--- config.mk ---
export PLATFORM = sky130hd
export DESIGN_NAME = mem_arbiter_multi
export DESIGN_NICKNAME = d
export VERILOG_FILES = /design/src/rtl/mem_arb_pkg.sv /design/src/rtl/rr_pick2.sv /design/src/rtl/mem_arbiter_multi.sv
export SDC_FILE = /design/constraint.sdc
export NUM_CORES = 1
export LEC_CHECK = 0
export BUFFER_PORTS_ARGS = -buffer_cell sky130_fd_sc_hd__buf_2
export CORE_UTILIZATION = 25
export CTS_CLUSTER_DIAMETER = 60
export DETAILED_ROUTE_END_ITERATION = 10
export GPL_ROUTABILITY_DRIVEN = 0
export PLACE_DENSITY = 0.61
export SYNTH_ARGS = -nofsm -noshare
export SYNTH_HDL_FRONTEND = slang
export SYNTH_HIERARCHICAL = 1
export SYNTH_SLANG_ARGS = --single-unit
--- constraint.sdc ---
create_clock -name iCLK -period 1.6 [get_ports iCLK]
set_input_delay 0.08 -clock iCLK [delete_from_list [all_inputs] [get_ports iCLK]]
set_output_delay 0.08 -clock iCLK [all_outputs]
set_load 0.01 [all_outputs]
--- src/rtl/mem_arb_pkg.sv ---
// Shared definitions for the two-port memory arbiter: FSM states, port indices
// and the width of the access wait counter.
package mem_arb_pkg;

    typedef enum logic [1:0] {
        ST_IDLE   = 2'd0,
        ST_ACCESS = 2'd1,
        ST_DONE   = 2'd2
    } state_t;

    localparam logic PORT_CPU = 1'b0;
    localparam logic PORT_AUX = 1'b1;

    // Wide enough for WAIT-1 with WAIT up to 15.
    localparam int WCNT_W = 4;

endpackage

--- src/rtl/rr_pick2.sv ---
// Two-input round-robin picker: a lone request wins outright, and on a tie the
// port that was not served most recently wins.
module rr_pick2
    import mem_arb_pkg::*;
(
    input  logic [1:0] i_req,
    input  logic       i_last,
    output logic       o_grant_valid,
    output logic       o_grant_idx
);

    // Pick the winner from the request pair and the last-served port.
    always_comb begin
        o_grant_valid = |i_req;
        o_grant_idx   = PORT_CPU;
        if (i_req == 2'b11) begin
            o_grant_idx = ~i_last;
        end else if (i_req[1]) begin
            o_grant_idx = PORT_AUX;
        end
    end

endmodule

--- src/rtl/mem_arbiter_multi.sv ---
// Two-port arbiter/sequencer for the unified memory port of the multicycle
// core. The winning request is latched, held on the memory bus for WAIT
// cycles, and completed with a one-cycle acknowledge to its port.
module mem_arbiter_multi
    import mem_arb_pkg::*;
#(
    parameter int ADDR_W = 32,
    parameter int DATA_W = 32,
    parameter int WAIT   = 2
) (
    input  logic                iCLK,
    input  logic                iRST,
    input  logic                iReq0,
    input  logic                iReq1,
    input  logic                iWe0,
    input  logic                iWe1,
    input  logic [ADDR_W-1:0]   iAddr0,
    input  logic [ADDR_W-1:0]   iAddr1,
    input  logic [DATA_W-1:0]   iWData0,
    input  logic [DATA_W-1:0]   iWData1,
    input  logic [DATA_W/8-1:0] iBE0,
    input  logic [DATA_W/8-1:0] iBE1,
    output logic                oAck0,
    output logic                oAck1,
    output logic [DATA_W-1:0]   oRData,
    output logic [ADDR_W-1:0]   oMemAddr,
    output logic [DATA_W-1:0]   oMemWData,
    output logic [DATA_W/8-1:0] oMemBE,
    output logic                oMemRe,
    output logic                oMemWe,
    input  logic [DATA_W-1:0]   iMemRData,
    output logic                oBusy,
    output logic                oGrant
);

    localparam int BE_W = DATA_W / 8;

    state_t              r_state;
    state_t              w_next;
    logic                r_last;
    logic [WCNT_W-1:0]   r_cnt;
    logic                r_grant;
    logic                r_we;
    logic [ADDR_W-1:0]   r_addr;
    logic [DATA_W-1:0]   r_wdata;
    logic [BE_W-1:0]     r_be;
    logic [DATA_W-1:0]   r_rdata;
    logic                w_gvalid;
    logic                w_gidx;
    logic                w_last_beat;

    rr_pick2 u_pick (
        .i_req         ({iReq1, iReq0}),
        .i_last        (r_last),
        .o_grant_valid (w_gvalid),
        .o_grant_idx   (w_gidx)
    );

    assign w_last_beat = (r_cnt == '0);

    // The memory bus is fed only from the holding registers, so requesters
    // may change their inputs freely once granted.
    assign oMemAddr  = r_addr;
    assign oMemWData = r_wdata;
    assign oMemBE    = r_be;
    assign oRData    = r_rdata;
    assign oGrant    = r_grant;

    // State register; reset aborts any transfer in flight without an ack.
    always_ff @(posedge iCLK or negedge iRST) begin
        if (!iRST) begin
            r_state <= ST_IDLE;
        end else begin
            r_state <= w_next;
        end
    end

    // Next state and decoded strobes; the write strobe fires only on the
    // final access cycle so each write is a single pulse.
    always_comb begin
        w_next = r_state;
        oMemRe = 1'b0;
        oMemWe = 1'b0;
        oAck0  = 1'b0;
        oAck1  = 1'b0;
        oBusy  = (r_state != ST_IDLE);
        case (r_state)
            ST_IDLE: begin
                if (w_gvalid) begin
                    w_next = ST_ACCESS;
                end
            end
            ST_ACCESS: begin
                oMemRe = ~r_we;
                oMemWe = r_we & w_last_beat;
                if (w_last_beat) begin
                    w_next = ST_DONE;
                end
            end
            ST_DONE: begin
                oAck0  = (r_grant == PORT_CPU);
                oAck1  = (r_grant == PORT_AUX);
                w_next = ST_IDLE;
            end
            default: begin
                w_next = ST_IDLE;
            end
        endcase
    end

    // Grant latching, wait countdown, read capture and round-robin history.
    always_ff @(posedge iCLK or negedge iRST) begin
        if (!iRST) begin
            r_last  <= 1'b1;
            r_cnt   <= '0;
            r_grant <= 1'b0;
            r_we    <= 1'b0;
            r_addr  <= '0;
            r_wdata <= '0;
            r_be    <= '0;
            r_rdata <= '0;
        end else begin
            case (r_state)
                ST_IDLE: begin
                    if (w_gvalid) begin
                        r_grant <= w_gidx;
                        r_we    <= w_gidx ? iWe1    : iWe0;
                        r_addr  <= w_gidx ? iAddr1  : iAddr0;
                        r_wdata <= w_gidx ? iWData1 : iWData0;
                        r_be    <= w_gidx ? iBE1    : iBE0;
                        r_cnt   <= WCNT_W'(WAIT - 1);
                    end
                end
                ST_ACCESS: begin
                    if (!w_last_beat) begin
                        r_cnt <= r_cnt - WCNT_W'(1);
                    end else if (!r_we) begin
                        r_rdata <= iMemRData;
                    end
                end
                ST_DONE: begin
                    r_last  <= r_grant;
                    r_grant <= PORT_CPU;
                end
                default: begin
                end
            endcase
        end
    end

endmodule

* Word-level counts from Yosys, hierarchy flattened
Index checks and enable logic that the tools add are counted.
** Operators by class
- Eq/ne operators :: 6
- Add/subtract/negate cells :: 1
- Muxes and demuxes :: 18
- Reduce and logical (&&, ||, !) cells :: 11
- Bitwise operators :: 4
** Operators by type and width (number)
- $mux W32 :: 2
- $mux W4 :: 3
- $mux W1 :: 8
- $pmux W4 S2 :: 1
- $reduce_and A2 Y1 :: 3
- $reduce_and A3 Y1 :: 2
- $reduce_bool A2 Y1 :: 3
- $eq A2 B2 Y1 const B :: 2
- $logic_not A4 Y1 :: 1
- $mux W2 :: 2
- $ne A2 B2 Y1 const B :: 2
- $pmux W2 S2 :: 1
- $sub A4 B1 Y4 const B :: 1
- $not A1 Y1 :: 3
- $eq A2 B1 Y1 const B :: 1
- $logic_not A2 Y1 :: 1
- $ne A2 B1 Y1 const B :: 1
- $pmux W1 S2 :: 1
- $reduce_or A2 Y1 :: 1
- $and A1 B1 Y1 :: 1
** Storage, ports and cells
- Flip-flop bits (word level) :: 109
- Output and inout bits :: 106

* Longest topological paths before layout
- Word-level depth :: 4
- Mapped depth :: 6
- Gate-level depth less buffers :: 5

* By module
The synthesis kept the hierarchy.
** By module, submodules not included
- mem_arbiter_multi :: area each 4783.3 um^2, instances 1, seq. area each 2728.9 um^2, cells an instance 415
- rr_pick2 :: area each 13.8 um^2, instances 1, seq. area each 0.0 um^2, cells an instance 2

* Worst setup path before layout
Ideal clock, no wire load.
- Path kind :: flip-flop to flip-flop
- Start point :: register r_cnt[0]
- End point :: register r_rdata[10] (netlist: oRData[10])
- Setup slack :: -84 ps
- Buffers on the path :: 1
- Arrival :: 1557 ps
- Stages on the path, launching flop included :: 7
- Cell sequence :: dfrtp_1 > inv_1 > ha_1 > nor3b_4 > nand2_1 > buf_2 > mux2_1
** Between the ends
- Cells in the longest elaborated chain, start to end :: 2
** Ends and longest elaborated chain
- from (decl) :: RTL line mem_arbiter_multi.sv:41 : logic [WCNT_W-1:0] r_cnt;
- from (signal assigned) :: RTL line mem_arbiter_multi.sv:131 : r_cnt <= WCNT_W'(WAIT - 1);
- from (signal assigned) :: RTL line mem_arbiter_multi.sv:136 : r_cnt <= r_cnt - WCNT_W'(1);
- $logic_not A4 Y1 :: RTL line mem_arbiter_multi.sv:59 : assign w_last_beat = (r_cnt == '0);
- $reduce_and A3 Y1 (no line)
- to (signal assigned) :: RTL line mem_arbiter_multi.sv:138 : r_rdata <= iMemRData;
- to (decl) :: RTL line mem_arbiter_multi.sv:47 : logic [DATA_W-1:0] r_rdata;
No other way between the ends.
A chain may end at the register's enable or synchronous reset.

* Worst setup path in the final report
- Start point :: register r_cnt[1]
- End point :: output port oMemWe
** Between the ends
- Cells in the longest elaborated chain, start to end :: 3
** Ends and longest elaborated chain
- $logic_not A4 Y1 :: RTL line mem_arbiter_multi.sv:59
- $and A1 B1 Y1 :: RTL line mem_arbiter_multi.sv:95 : oMemWe = r_we & w_last_beat;
- $mux W1 :: RTL line mem_arbiter_multi.sv:87 : case (r_state)
- to (decl) :: RTL line mem_arbiter_multi.sv:30 : output logic oMemWe,
No other way between the ends.

==> reports/results.env <==
SLEW_VIOL_FINAL=0
CLKLATENCYLATEPIN_NS=0.35
PATH_CLK_SLEW_NS=0.08
RELSLEWSLACK_PCT=59.9
CP_DATA_ARRIVAL_TIME_NS=1.70
BOUNDARYPINS=280
MULTIINPUTGATEAREA_SQ_MM=0.00198
NUMBER_OF_HOLD_VIOLATIONS_IN_THE_FINAL_REPORT=0
MAIN_COMBINATIONAL_CELL_FAMILY_BY_AREA_AFTER_SYNTHESIS='multiplexers'
YOSYSTOPAREACELL='sky130_fd_sc_hd__dfrtp_1'
POST_SYNTH_INST_COUNT=417
R2R-START='r_cnt[1]'
SYNTH.NET_COUNT=593
SETUP_VIOLS_FINAL=33
POST_SYNTH_MUX_AREA_SHARE_PCT=22.1
CRITICAL_PATH.STARTPOINT_TYPE='flip-flop'
WORST_CLK_SKEW_NS=0.0104
POWER.IR.VDD_WORST_mV=0.728
FIN_TOTAL_PWR_mW=13.2
SYNTH_AREA_LEADERS='sky130_fd_sc_hd__dfrtp_1 56%, sky130_fd_sc_hd__mux2i_1 14%, sky130_fd_sc_hd__a21oi_1 7.3%, sky130_fd_sc_hd__mux2_1 7.0%, sky130_fd_sc_hd__nor2_1 5.6%'
DRTPASS1ITERATIONS=4
RSZ0062_AT_GRT='true'
HOLD_PATH_CLASS='in -> reg'
SEQ_POWER_SHARE_PCT=36.9
CORE.ROWCOUNT=50
WORSTSETUPPATHTYPE='reg -> out'
SYNTH_SIMPLE_GATE_AREA_SHARE_PCT=8.95
SYNTHADDERAREAFRAC_PCT=0.522
WORSTSETUPENDPOINT='oMemWe'
INSERTEDDIODECOUNT=0
SYNTH-XOR-AREA-SHARE_PCT=0
SYNTH_CELL_TYPES=32
STATUS='complete, but fails checks'
NETSWITCHINGFRACTION_PCT=37.2
SYNTH_EDF_COUNT=0
FLOORPLAN.DIE.WIDTH_UM=141
OVERALL_FRACTION_OF_GLOBAL_ROUTE_TRACKS_IN_USE_PCT=12.8
SYNTH_WARNINGS=6
TIMING.MAX_CAP.VIOLATIONS=0
FINISH.NET_COUNT=934
FINALWIRELENGTH_MM=13.6
POST_SYNTHESIS_ASYNC_SET_OR_RESET_FLOP_SHARE_PCT=100
LAYOUT.AREA.SEQ_SQ_MM=0.00273
INITIAL_ANTENNA_VIOLATION_COUNT=0
VIOLATED_CHECKS='setup timing'
CLOCK-ROOT-BUFFER='sky130_fd_sc_hd__clkbuf_16'
CLOCK_PERIOD_MINUS_WORST_SLACK_NS=1.78
REG2REG_SETUP_SLACK_NS=-0.16
POWER.SHARE.CLOCK_PCT=16.5
FINAL_LAYOUT_SIZE_SUFFIX_GT1_SHARE_PCT=46.9
NFILLCELLS=1828
DETAIL_ROUTE.VIAS_PER_CELL=4.32
MAX_CLOCK_FREQ_GHz=0.562
PLACEABLECOREAREA_SQ_MM=0.0188
SYNTH_AREA_PER_CELL_SQ_UM=11.5
POST_SYNTHESIS_CELL_AREA_SQ_MM=0.00480
DESIGN.DIE.AREA_SQ_MM=0.0197
DOMINANTREGCELLSYNTH='sky130_fd_sc_hd__dfrtp_1'
HTREEDEPTH=3
TRITONCTS='yes'
WORSTSETUPENDPOINTTYPE='output pin'
SYNTHMOSTINSTANTIATEDCELL='sky130_fd_sc_hd__dfrtp_1'
CTS_BUFFERS=9
CP_MAX_FO=2
DRC=0
SETUP_WS_NS=-0.179
NUMBER_OF_GLOBAL_ROUTE_VIAS_BEFORE_REPAIR=4000
NETLIST.AREA_LEADER.SHARE_PCT=56.3
FLOW.AREA_GROWTH_FROM_SYNTHESIS_PCT=58.3
DP_SLACK_NS=-0.0131
POWER.STATIC_LEAKAGE_nW=3.76
ROUTED_WIRE_LENGTH_PER_INSTANCE_UM=13.6
DIE_H_UM=141
GRT_OVERFLOW_TOTAL=0
TIMING.RR.END='oRData[28]'
GRT_START_MAX_NET_PINS=110
CRITPATHREQUIREDTIME_NS=1.52
INITIAL_UTILIZATION_PCT=25.6
POWER.DENSITY_mW_PER_MM2=1730
DRTITER0DRC=101
FIRST_PASS_GRT_WIRE_LENGTH_MM=20.0
NUMBER_OF_BUFFER_CELLS_ADDED_ON_PRIMARY_PORTS=279
CRITICAL_PATH.STARTPOINT='r_cnt[1]'
YS_FF_LATCH=109
SYNTH_SEQ_AREA_SHARE_PCT=56.9
CELL_INTERNAL_PWR_mW=8.27
SWITCHING_POWER_mW=4.90
COMBINATIONALPOWERSHARE_PCT=46.6
SYNTH.TOP_CELLS.BY_COUNT='108 x sky130_fd_sc_hd__dfrtp_1, 71 x sky130_fd_sc_hd__nor2_1, 70 x sky130_fd_sc_hd__a21oi_1'
HPWLAFTERDP_MM=8.83
FINAL_ANTENNA_NET_COUNT=0
CTS.PATH.MAX_BUFFERS=2
FINAL_CORE_UTIL_PCT=40.5
VIAS=4305
TRITONCTS_NUM_SINKS=109
WORST_R2R_PATH_DEPTH=7
WORSTMARGINPINSLEW_NS=0.602
SYNTHESIZED_AREA_FRACTION_OCCUPIED_BY_AO_OA_AOI_AND_OAI_CELLS_PCT=8.50
PERIOD_SHARE_PCT=111
==> worst min-delay path by stage <==
| stage | start | endpoint | slack (ns) | cells past startpoint |
|---|---|---|---|---|
| floorplan | iRST | oGrant | -0.22 | 0 |
| global placement | iRST | oRData[21] | 0.21 | 2 |
| detailed placement | iRST | oRData[21] | 0.21 | 2 |
| CTS | iWData0[11] | oMemWData[11] | 0.006 | 3 |
| global route | iAddr0[27] | oMemAddr[27] | 0.01 | 3 |
| finish | iWData0[20] | oMemWData[20] | 0.02 | 3 |
==> metrics by stage <==
stage                     hold WS (ns)  setup TNS (ns)  instance area (sq um)  cells
after floorplan                 -0.216          -0.566                   4820    417
after global placement           0.211               0                   6670    929
after detailed placement         0.211         -0.0771                   6670    929
after CTS                      0.00605           -1.42                   7380    984
after global routing            0.0106           -4.92                   7590    997
final                           0.0209           -2.51                   7590    997
==> timing repair <==
item,4_1_cts,5_1_grt
buffers inserted,5,9
gates resized for setup,7,6
pin swaps,1,4
setup endpoints to repair,12,67
hold endpoints to repair,140,0
hold buffers,33,0
gates cloned,1,5
==> sequential cells by signal, indices dropped and copies added (netlist names) <==
register   cells
r_last         1
oMemWData     32
oMemBE         4
oGrant         1
r_state        2
r_cnt          4
oMemAddr      32
r_we           1
oRData        32
==> power by group through the flow <==
stage                     sequential, mW  combinational [mW]  clock, mW
after detailed placement            4.87                5.49          0
after floorplan                     5.49                2.41          0
final                               4.86                6.14       2.17
after global placement              4.89                5.35          0
after global routing                5.04                6.72       2.38
after CTS                           4.85                5.70       2.29
==> placed cells by master (no fill, tap or decap), types with 2 or more instances in the layout <==
cell,n
sky130_fd_sc_hd__ha_4,2
sky130_fd_sc_hd__clkinv_2,2
sky130_fd_sc_hd__nand2_1,5
sky130_fd_sc_hd__mux2_1,30
sky130_fd_sc_hd__nor2_1,71
sky130_fd_sc_hd__nor3_1,3
sky130_fd_sc_hd__and2_1,2
sky130_fd_sc_hd__mux2_2,3
sky130_fd_sc_hd__dlygate4sd3_1,33
sky130_fd_sc_hd__inv_2,2
sky130_fd_sc_hd__dfrtp_1,107
sky130_fd_sc_hd__mux2i_1,69
sky130_fd_sc_hd__a21oi_1,70
sky130_fd_sc_hd__nor3b_4,2
sky130_fd_sc_hd__buf_2,278
sky130_fd_sc_hd__clkbuf_16,14
sky130_fd_sc_hd__buf_12,7
sky130_fd_sc_hd__buf_6,3
sky130_fd_sc_hd__inv_8,2
sky130_fd_sc_hd__buf_4,30
sky130_fd_sc_hd__o21ai_0,2
==> cell type report <==
cell class / instances / area share [%]
sequential: 109 / 36.0
timing repair buffer: 358 / 30.2
multi-input combinational: 277 / 26.1
tap: 234 / 3.86
clock buffer: 9 / 2.97
clock inverter: 7 / 0.758
inverter: 3 / 0.148
==> cells by family after synthesis <==
| group | count (synthesis) |
|---|---|
| DFF | 109 |
| muxes | 102 |
| and+or+nand+nor | 95 |
| AOI/OAI and AO/OA | 78 |
| buffers and inverters | 31 |
| adders and majority gates | 2 |
==> layer usage <==
metal  share of wire (%)  vias up  track usage (%)
met2                  50      176             22.6
met1                  43     1985             15.3
met3                 6.0       13             3.32
met5                   0        -                0
met4                 1.2        0             3.66
li1                    -     2131                -
==> critical path, stage by stage, from the launching register on <==
cell and delay [ns]:
sky130_fd_sc_hd__dfrtp_1 0.40, sky130_fd_sc_hd__inv_2 0.09, sky130_fd_sc_hd__ha_4 0.14, sky130_fd_sc_hd__nor3b_4 0.19, sky130_fd_sc_hd__buf_6 0.12, sky130_fd_sc_hd__and3b_1 0.16
sky130_fd_sc_hd__and2_1 0.12, sky130_fd_sc_hd__buf_2 0.13
(Power assumes the default switching activity.)
